**config.mk**
```make
export PLATFORM = sky130hd
export DESIGN_NAME = timing_param
export DESIGN_NICKNAME = d
export VERILOG_FILES = /design/src/rtl/timing_param.sv
export SDC_FILE = /design/constraint.sdc
export NUM_CORES = 1
export LEC_CHECK = 0
export BUFFER_PORTS_ARGS = -buffer_cell sky130_fd_sc_hd__buf_2
export CAP_MARGIN = 10
export CORE_MARGIN = 2
export CORE_UTILIZATION = 49
export DETAILED_ROUTE_END_ITERATION = 16
export MAX_ROUTING_LAYER = met4
export PLACE_DENSITY_LB_ADDON = 0.15
export SYNTH_ARGS = -nofsm -noshare
export SYNTH_HDL_FRONTEND = slang
export SYNTH_SLANG_ARGS = --single-unit
```
**constraint.sdc**
```tcl
create_clock -name clock -period 2.1 [get_ports clock]
set_input_delay 0.105 -clock clock [delete_from_list [all_inputs] [get_ports clock]]
set_output_delay 0.105 -clock clock [all_outputs]
set_load 0.01 [all_outputs]
```
**src/rtl/timing_param.sv**
```systemverilog
// Timebase and elapsed-time keeper: half-second/second strobes, an HH:MM:SS
// counter, and saturating second/minute accumulators with run/clear/preload.
module timing_param #(
  parameter int CLK_FREQ_HZ = 500000,
  parameter int HOURS_WRAP  = 100,
  parameter int ACCUM_W     = 13
) (
  input  logic               clock,
  input  logic               reset,
  input  logic               run,
  input  logic               clear,
  input  logic               load,
  input  logic [18:0]        load_time,
  output logic [18:0]        HMS_time,
  output logic [ACCUM_W-1:0] sec_accum,
  output logic [ACCUM_W-1:0] min_accum,
  output logic               half_sec_pulse,
  output logic               sec_pulse,
  output logic               load_err
);

  localparam int HALF = CLK_FREQ_HZ / 2;
  localparam int PW   = (HALF > 1) ? $clog2(HALF) : 1;
  localparam logic [PW-1:0]      PRESC_MAX = PW'(HALF - 1);
  localparam logic [6:0]         HR_MAX    = 7'(HOURS_WRAP - 1);
  localparam logic [ACCUM_W-1:0] ACC_MAX   = '1;

  logic [PW-1:0]      presc_q, presc_d;
  logic               phase_q, phase_d;
  logic [18:0]        hms_q, hms_d;
  logic [ACCUM_W-1:0] sec_acc_q, sec_acc_d;
  logic [ACCUM_W-1:0] min_acc_q, min_acc_d;
  logic               half_q, half_d;
  logic               spulse_q, spulse_d;
  logic               err_q, err_d;

  logic               tick;
  logic               load_ok;
  logic [5:0]         sec_n, min_n;
  logic [6:0]         hr_n;
  logic               min_roll;

  function automatic logic [ACCUM_W-1:0] sat_inc(input logic [ACCUM_W-1:0] v);
    return (v == ACC_MAX) ? v : v + 1'b1;
  endfunction

  function automatic logic time_valid(input logic [18:0] t);
    return (t[5:0] < 6'd60) && (t[11:6] < 6'd60) &&
           ({1'b0, t[18:12]} < 8'(HOURS_WRAP));
  endfunction

  assign tick    = run && (presc_q == PRESC_MAX);
  assign load_ok = load && time_valid(load_time);

  // Next HH:MM:SS value, used only on a second-generating tick.
  always_comb begin
    sec_n    = hms_q[5:0];
    min_n    = hms_q[11:6];
    hr_n     = hms_q[18:12];
    min_roll = 1'b0;
    if (hms_q[5:0] == 6'd59) begin
      sec_n    = 6'd0;
      min_roll = 1'b1;
      if (hms_q[11:6] == 6'd59) begin
        min_n = 6'd0;
        hr_n  = (hms_q[18:12] == HR_MAX) ? 7'd0 : hms_q[18:12] + 7'd1;
      end else begin
        min_n = hms_q[11:6] + 6'd1;
      end
    end else begin
      sec_n = hms_q[5:0] + 6'd1;
    end
  end

  always_comb begin
    presc_d   = presc_q;
    phase_d   = phase_q;
    hms_d     = hms_q;
    sec_acc_d = sec_acc_q;
    min_acc_d = min_acc_q;
    half_d    = 1'b0;
    spulse_d  = 1'b0;
    err_d     = 1'b0;
    if (clear) begin
      presc_d   = '0;
      phase_d   = 1'b0;
      hms_d     = '0;
      sec_acc_d = '0;
      min_acc_d = '0;
    end else if (load_ok) begin
      // A valid preload restarts the half-second phase and swallows any tick.
      hms_d   = load_time;
      presc_d = '0;
      phase_d = 1'b0;
    end else begin
      err_d = load;
      if (run) begin
        if (tick) begin
          presc_d = '0;
          phase_d = ~phase_q;
          half_d  = 1'b1;
          if (phase_q) begin
            spulse_d  = 1'b1;
            hms_d     = {hr_n, min_n, sec_n};
            sec_acc_d = sat_inc(sec_acc_q);
            if (min_roll) min_acc_d = sat_inc(min_acc_q);
          end
        end else begin
          presc_d = presc_q + 1'b1;
        end
      end
    end
  end

  always_ff @(posedge clock or posedge reset) begin
    if (reset) begin
      presc_q   <= '0;
      phase_q   <= 1'b0;
      hms_q     <= '0;
      sec_acc_q <= '0;
      min_acc_q <= '0;
      half_q    <= 1'b0;
      spulse_q  <= 1'b0;
      err_q     <= 1'b0;
    end else begin
      presc_q   <= presc_d;
      phase_q   <= phase_d;
      hms_q     <= hms_d;
      sec_acc_q <= sec_acc_d;
      min_acc_q <= min_acc_d;
      half_q    <= half_d;
      spulse_q  <= spulse_d;
      err_q     <= err_d;
    end
  end

  assign HMS_time       = hms_q;
  assign sec_accum      = sec_acc_q;
  assign min_accum      = min_acc_q;
  assign half_sec_pulse = half_q;
  assign sec_pulse      = spulse_q;
  assign load_err       = err_q;

endmodule
```
==> impl_metrics.toml, run 1 <==
[detailed_routing]
wire_per_inst_um = 17.1
ant_nets = 0
vias_per_cell = 5.98
wirelength_um = 11500
drc_errors = 0
drtPass1Iterations = 5
drt_iter0_markers = 204
vias = 4014

[synth]
synthDistinctLibCells = 61
synth_seq_cells = 67
synthesis.area_sq_um = 3910
postSynthCellCount = 425
synth_edf_count = 0
synth_fp_nets = 455
synth_ff_type = "dfrtp_1"
async_reset_ff_frac = 1.00
ys_warn_count = 0
seq_area_frac_synth = 0.429
synth_area_per_cell_sq_um = 9.21

[finish]
insertedDiodeCount = 0
final_common_cell = "buf_2"
multi_input_area_sq_um = 2330
final_cell_mix = "buf_2 (72), dfrtp_1 (67), buf_4 (53), nor2_1 (33), nand2_1 (30)"
post-route-util = 0.708
regArea_sq_um = 1680
drive_gt1_frac = 0.366
fin_nets = 594
fill_cells = 599
area_growth_syn_to_layout_pct = 39.8

[clock_network]
insertion_delay_ps = 350
clkTransAtPathRegs_ps = 80
numCtsBuffers = 9
cts_tree = "built"
clkSinkCount = 67
clockBufferDepth = 2
h-tree-depth = 3
cts_root_buf = "clkbuf_8"

[sta]
slew_viol_final = 0
fin_crit_ps = 2170
tightestPinTransition_ps = 855
fin_skew_ps = 5.87
fin_tns_setup_ps = -297
period_share = 1.03
setup_viol = 9
worst_slack_ps = -69.0
hold_viol_final = 0
maxSlewHeadroom = 0.428
fmax_mhz = 461
rsz0062_at_grt = "yes"

[die]
die-area_sq_um = 8720
core-area_sq_um = 7730
die_w_um = 93.4
fp-row-count = 32
start_util = 0.506
ios = 72
die_h_um = 93.4

[place]
dp_hpwl_um = 7670
pre_cts_slack_ps = -250
routabilityCongestion = 0.961
io_buffers = 71

[status]
status = "complete, but fails checks"
violations = "setup timing"

[power]
power_density_nw_per_um2 = 574
p_leak_nw = 2.43
ir_drop_mv = 0.337

[grt]
gr-total-overflow = 0
grt_max_degree = 32
grt_pass1_vias = 3838
antenna_found_initial = 0
grt_usage = 0.270
grt_pass1_wl_um = 18300

[setup_path]
crit_path_end_kind = "flop"
arrival_ps = 2450
start_kind = "flop"
crit_required_ps = 2380
path_class = "reg -> reg"
critPathLaunch = "presc_q[6]"
worstPathMaxFanout = 7
r2r-start = "presc_q[6]"

[job]
drv_cap = 0

[min_path]
min-delay-start = "load_time[6]"
hp-class = "in -> reg"
==> per-stage QoR <==
step                cell area (sq um)  hold WS [ps]  std cells  power (mW)
finish                           5470          17.4        671        3.14
global route                     5470          44.2        671        3.26
CTS                              5220          2.96        666        3.15
detailed placement               4790           231        638        1.71
global placement                 4790           225        638        1.70
floorplan                        3920           222        425        1.56
==> cell families after synthesis <==
group | after synthesis | share of synthesized area
xor+xnor | 16 | 0.0358
flops | 67 | 0.429
buf+inv | 30 | 0.0297
fa+ha+maj | 6 | 0.0192
simple gates | 179 | 0.262
compound gates | 120 | 0.207
mux | 7 | 0.0182
==> power by group <==
group / switching, mW / total (mW) / internal, mW / leakage [nW]
logic: 0.200 / 0.338 / 0.138 / 1.38
clock network: 0.517 / 1.43 / 0.914 / 0.131
registers: 0.0463 / 1.37 / 1.32 / 0.921
total: 0.763 / 3.14 / 2.38 / 2.43
==> timing repair <==
item / CTS / global route
setup buffers: 7 / 4
endpoints found under the hold margin: 31 / 0
hold buffers: 5 / 0
endpoints found under the setup margin: 19 / 33
pin swaps: 14 / 25
cloned: 0 / 1
gates resized for setup: 15 / 58
==> layer usage <==
metal | part of all wire | up-vias | global-route usage
li1 | - | 1919 | -
met1 | 0.43 | 1959 | 0.346
met2 | 0.51 | 121 | 0.445
met3 | 0.047 | 15 | 0.0467
met4 | 0.011 | 0 | 0.0772
met5 | 0 | - | -
==> worst paths after layout <==
| kind | slack, ps | cells past startpoint | to |
|---|---|---|---|
| min in group asynchronous | 400 | 3 | sec_accum[7] |
| setup / recovery | -70 | 5 | min_accum[9] |
| hold reg to reg | 550 | 1 | sec_accum[12] |
| hold / removal | 20 | 3 | HMS_time[6] |
| max in group asynchronous | 1100 | 4 | presc_q[0] |
| setup reg to reg | -70 | 5 | min_accum[9] |
==> synth_stat cells (all sizes together), types with 4 or more instances <==
cell | number | area [sq um]
inv | 10 | 37.5
or4 | 11 | 86.3
and2 | 5 | 31.3
and4 | 7 | 62.6
or3 | 12 | 75.1
nor4 | 4 | 40.0
buf | 4 | 18.8
a2111oi | 6 | 52.6
clkbuf | 16 | 60.1
nand3 | 21 | 105
xnor2 | 14 | 123
nand2 | 31 | 116
a21oi | 34 | 170
a31oi | 4 | 25.0
a211oi | 5 | 37.5
dfrtp | 67 | 1680
o21ai | 26 | 130
nand4 | 22 | 153
and3 | 14 | 87.6
ha | 6 | 75.1
o31ai | 11 | 82.6
nor2 | 33 | 124
mux2i | 6 | 60.1
nor3 | 5 | 30.0
o41ai | 4 | 35.0
==> critical path: stages, from the launching register on <==
cell,delay (ps)
dfrtp_1,440
or4_4,570
nor4_4,240
nand4_4,220
or4_4,520
a21oi_2,120
==> flip-flops by register name, indices dropped and copies added (netlist names) <==
signal          cells
sec_pulse           1
phase_q             1
load_err            1
presc_q            18
sec_accum          13
min_accum          13
HMS_time           19
half_sec_pulse      1
==> area by class of cell <==
class,count,area share
tap,102,0.0233
clock inverter,6,0.0252
clock buffer,10,0.0233
sequential,67,0.306
timing repair buffer,148,0.188
inverter,10,0.00686
multi-input combinational,328,0.427
(Power assumes the default switching activity.)
==> inputs of run 2 (changes only) <==
==> constraint.sdc (replaced) <==
create_clock -name clock -period 2.7 [get_ports clock]
set_input_delay 0.54 -clock clock [delete_from_list [all_inputs] [get_ports clock]]
set_output_delay 0.54 -clock clock [all_outputs]
set_load 0.01 [all_outputs]
==> run 2 against run 1 <==
Effect of this change:
- the run now ends clean
- sequential power shrank 22%
- sequential cell count is the same
- global-route usage shrank 3.2 points
- sequential share of layout area grew 5.3 points
- first-iteration DRC count grew 32%
- count of clock-buffer cells in the layout is the same
==> impl_metrics.toml, run 2 (synthesis gave the netlist of run 1 again) <==
[finish]
final_common_cell = "buf_2"
final_cell_mix = "buf_2 (71), dfrtp_1 (67), a21oi_1 (34), nor2_1 (33), nand2_1 (31)"
post-route-util = 0.603
fin_nets = 531
insertedDiodeCount = 0
drive_gt1_frac = 0.221
fill_cells = 708
regArea_sq_um = 1680
area_growth_syn_to_layout_pct = 19.1
largest_register_ffs = 19
multi_input_area_sq_um = 2120

[clock_network]
cts_hold_buf = 0
clkSinkCount = 67
cts_root_buf = "clkbuf_8"
insertion_delay_ps = 350
numCtsBuffers = 9
clkTransAtPathRegs_ps = 80
clockBufferDepth = 2
cts_setup_buffers = 0
ctsResizeCount = 0
cts_tree = "built"
h-tree-depth = 3

[die]
die-area_sq_um = 8720
core-area_sq_um = 7730
start_util = 0.506
die_w_um = 93.4
ios = 72
fp-row-count = 32
die_h_um = 93.4

[grt]
antenna_found_initial = 0
grt_pass1_wl_um = 16200
grt_usage = 0.239
grt_pass1_vias = 3355
grt_max_degree = 68
gr-total-overflow = 0

[detailed_routing]
vias_per_cell = 6.07
wire_per_inst_um = 16.1
vias = 3691
drt_iter0_markers = 269
wirelength_um = 9810
drc_errors = 0
drtPass1Iterations = 5
ant_nets = 0

[place]
routabilityCongestion = 0.902
dp_hpwl_um = 6810
io_buffers = 71
pre_cts_slack_ps = 260

[power]
ir_drop_mv = 0.251
power_density_nw_per_um2 = 482
p_leak_nw = 2.04

[status]
status = "completed"

[setup_path]
path_class = "reg -> reg"
start_kind = "flop"
crit_required_ps = 2980
arrival_ps = 2680
crit_path_end_kind = "flop"
worstPathMaxFanout = 13

[sta]
slew_viol_final = 0
worst_slack_ps = 300
maxSlewHeadroom = 0.416
period_share = 0.889
fin_skew_ps = 4.91
rsz0062_at_grt = "no"
tightestPinTransition_ps = 873
hold_viol_final = 0
fin_tns_setup_ps = 0
setup_viol = 0
fmax_mhz = 417
fin_crit_ps = 2400

[min_path]
hp-class = "in -> async"

[job]
drv_cap = 0
[run 2: cell types whose count changed in the layout (fill, tap and decap cells not counted), sizes merged]
cell         before  now
dlygate4sd3       5    0
buf             143   85
bufinv            4    2
clkinvlp          0    2
[run 2: final cells by class]
type / instances / area share
multi-input cells: 328 / 0.455
flip-flops and latches: 67 / 0.360
repair buffers: 85 / 0.101
clock buffers: 10 / 0.0295
well taps: 102 / 0.0274
clock inverters: 6 / 0.0191
inverters: 10 / 0.00805
[run 2: per-stage QoR]
| stage | hold slack (ps) | power, mW | instances | instance area, sq um |
|---|---|---|---|---|
| after floorplan | 514 | 1.21 | 425 | 3910 |
| after global placement | 508 | 1.31 | 592 | 4430 |
| after detailed placement | 524 | 1.31 | 592 | 4430 |
| after CTS | 266 | 2.27 | 608 | 4660 |
| after global routing | 281 | 2.33 | 608 | 4660 |
| final | 256 | 2.25 | 608 | 4660 |
[run 2: worst max-delay path, cell delays in order, from the launching register on]
cell	delay, ps
dfrtp_1	430
nor4b_1	500
nand3_1	150
a2111o_1	530
buf_4	240
or3_1	340
a21oi_1	140
[run 2: final timing paths]
check,from,end,slack (ps),cells past startpoint
worst max-delay path,presc_q[11],sec_accum[4],300,6
worst min register to register,sec_accum[12],sec_accum[12],550,1
worst min-delay path,reset,sec_accum[7],260,3
min in group clock,load_time[6],HMS_time[6],410,3
max in group asynchronous,reset,HMS_time[7],2150,3
worst max register to register,presc_q[11],sec_accum[4],300,6
[run 2: metal layers]
metal,up-vias,GRT usage,part of all wire
met5,-,-,0
met3,15,0.0387,0.059
met2,116,0.369,0.46
met1,1773,0.319,0.46
li1,1787,-,-
met4,0,0.0882,0.012
[run 2: where the power goes]
part	internal, mW	total, mW	switching, mW
clock	0.545	0.956	0.411
sequential	1.03	1.07	0.0373
combinational	0.0860	0.225	0.138
==> inputs of run 3 (changes only) <==
--- a/config.mk
+++ b/config.mk
@@ -5,6 +5,7 @@
 export SDC_FILE = /design/constraint.sdc
 export NUM_CORES = 1
 export LEC_CHECK = 0
+export ABC_AREA = 1
 export BUFFER_PORTS_ARGS = -buffer_cell sky130_fd_sc_hd__buf_2
 export CAP_MARGIN = 10
 export CORE_MARGIN = 2
==> run 3 against run 2 <==
Effect of this change:
- wire length is 8.7% higher
- final area is 10% higher
- fmax is 21% higher
- via count is 16% higher
- global-route usage is 0.55 points lower
- combinational power is 61% higher
- die area is 14% higher
- clock power is 18% lower
- critical path type unchanged
==> impl_metrics.toml, run 3 <==
[status]
status = "completed"

[grt]
grt_pass1_vias = 4010
antenna_found_initial = 0
gr-total-overflow = 0
grt_usage = 0.233
grt_pass1_wl_um = 18600
grt_max_degree = 68

[synth]
synth_fp_nets = 677
seq_area_frac_synth = 0.372
synth_area_per_cell_sq_um = 6.96
yosysMostFrequentCell = "nand2_1"
synthesis.area_sq_um = 4500
ys_warn_count = 0
synth.area.top_cells = "dfrtp_1 (37%), nand2_1 (19%), nand3_1 (6.0%)"
synth_area_leader_cell = "dfrtp_1"
yosys.area.top_type_share = 0.372
synthDistinctLibCells = 40
postSynthCellCount = 647
async_reset_ff_frac = 1.00
synth_ff_type = "dfrtp_1"
synth_seq_cells = 67
synth_edf_count = 0
synth_commonest_cells = "nand2_1 (232), inv_1 (68), dfrtp_1 (67)"

[clock_network]
clkTransAtPathRegs_ps = 80
clkSinkCount = 67
cts_root_buf = "clkbuf_8"
clockBufferDepth = 2
cts_hold_buf = 0
cts_tree = "built"
insertion_delay_ps = 350
h-tree-depth = 3
cts_setup_buffers = 0
numCtsBuffers = 9
ctsResizeCount = 0

[finish]
insertedDiodeCount = 0
drive_gt1_frac = 0.196
area_growth_syn_to_layout_pct = 13.9
final_cell_mix = "nand2_1 (232), buf_2 (71), dfrtp_1 (67), inv_1 (66), nand3_1 (54)"
fin_nets = 749
final_common_cell = "nand2_1"
fin_cells = 832
largest_register_ffs = 19

[setup_path]
worstPathMaxFanout = 14
critPathLaunch = "min_accum[0]"
crit_required_ps = 2990
start_kind = "flop"
arrival_ps = 2270
crit_path_end_kind = "flop"
path_class = "reg -> reg"
r2r-start = "min_accum[0]"

[die]
fp-row-count = 34
start_util = 0.512
ios = 72
die-area_sq_um = 9980
die_w_um = 99.9
die_h_um = 99.9
core-area_sq_um = 8810

[sta]
period_share = 0.734
slew_viol_final = 0
tightestPinTransition_ps = 444
fmax_mhz = 505
fin_tns_setup_ps = 0
fin_crit_ps = 1980
setup_viol = 0
fin_skew_ps = 11.7
maxSlewHeadroom = 0.703
hold_viol_final = 0
rsz0062_at_grt = "no"

[detailed_routing]
drtPass1Iterations = 4
ant_nets = 0
drc_errors = 0
vias_per_cell = 5.16
wirelength_um = 10700
vias = 4292
wire_per_inst_um = 12.8
drt_iter0_markers = 169

[min_path]
hp-class = "in -> async"

[place]
dp_hpwl_um = 7750
routabilityCongestion = 0.913
dp_cells = 816
io_buffers = 71

[power]
power_density_nw_per_um2 = 445
ir_drop_mv = 0.242
p_leak_nw = 2.74

[job]
drv_cap = 0
## run 3: worst paths after layout
path / slack (ps) / cells past startpoint / end
worst max-delay path: 720 / 7 / min_accum[7]
worst min-delay path: 250 / 3 / presc_q[7]
worst max register to register: 720 / 7 / min_accum[7]
worst min register to register: 520 / 2 / presc_q[1]
max in group asynchronous: 2150 / 3 / HMS_time[1]
min in group clock: 490 / 5 / HMS_time[6]
## run 3: final cells by class
class	instances	area [sq um]
Fill cell	831	3670
Multi-Input combinational cell	487	2430
Sequential cell	67	1680
Timing Repair Buffer	78	420
Inverter	76	287
Clock buffer	12	155
Tap cell	108	135
Clock inverter	4	25.0
## run 3: cell families (layout without fill, tap and decap cells)
kind of cell,count (synthesis),count (layout),synth area share
AO/OA/AOI/OAI,44,44,0.0542
AND/OR/NAND/NOR,419,419,0.434
buffers and inverters,93,170,0.0878
adder cells (fa/ha/maj),6,6,0.0167
XOR/XNOR,18,18,0.0350
flip-flops,67,67,0.372
## run 3: per-stage QoR
stage	cell area, sq um	hold slack (ps)	setup slack (ps)	total power, mW	utilization
2_1_floorplan	4500	475	477	1.37	-
3_3_place_gp	4950	494	615	1.51	0.562
3_5_place_dp	4950	497	573	1.52	0.562
4_1_cts	5130	268	706	2.31	0.583
5_1_grt	5130	268	520	2.41	0.583
6_report	5130	252	718	2.28	0.583
## run 3: power breakdown
part,internal [mW],switching [mW]
combinational,0.136,0.227
clock,0.381,0.407
sequential,1.05,0.0774
## run 3: routing by layer
layer / wire length [um] / part of all wire / vias to the layer above / track usage
met1: 5190 / 0.49 / 1967 / 0.320
met5: 0 / 0 / - / -
li1: - / - / 2217 / -
met3: 506 / 0.047 / 12 / 0.0453
met4: 111 / 0.010 / 0 / 0.0558
met2: 4850 / 0.45 / 96 / 0.360
## run 3: critical path, cell delays in order, from the launching register on
cell and delay (ps):
dfrtp_1 430, ha_1 280, nand2_1 120, nor2_4 160, nand4_2 390, nand2_4 370, nand3_2 90, nand2_1 80
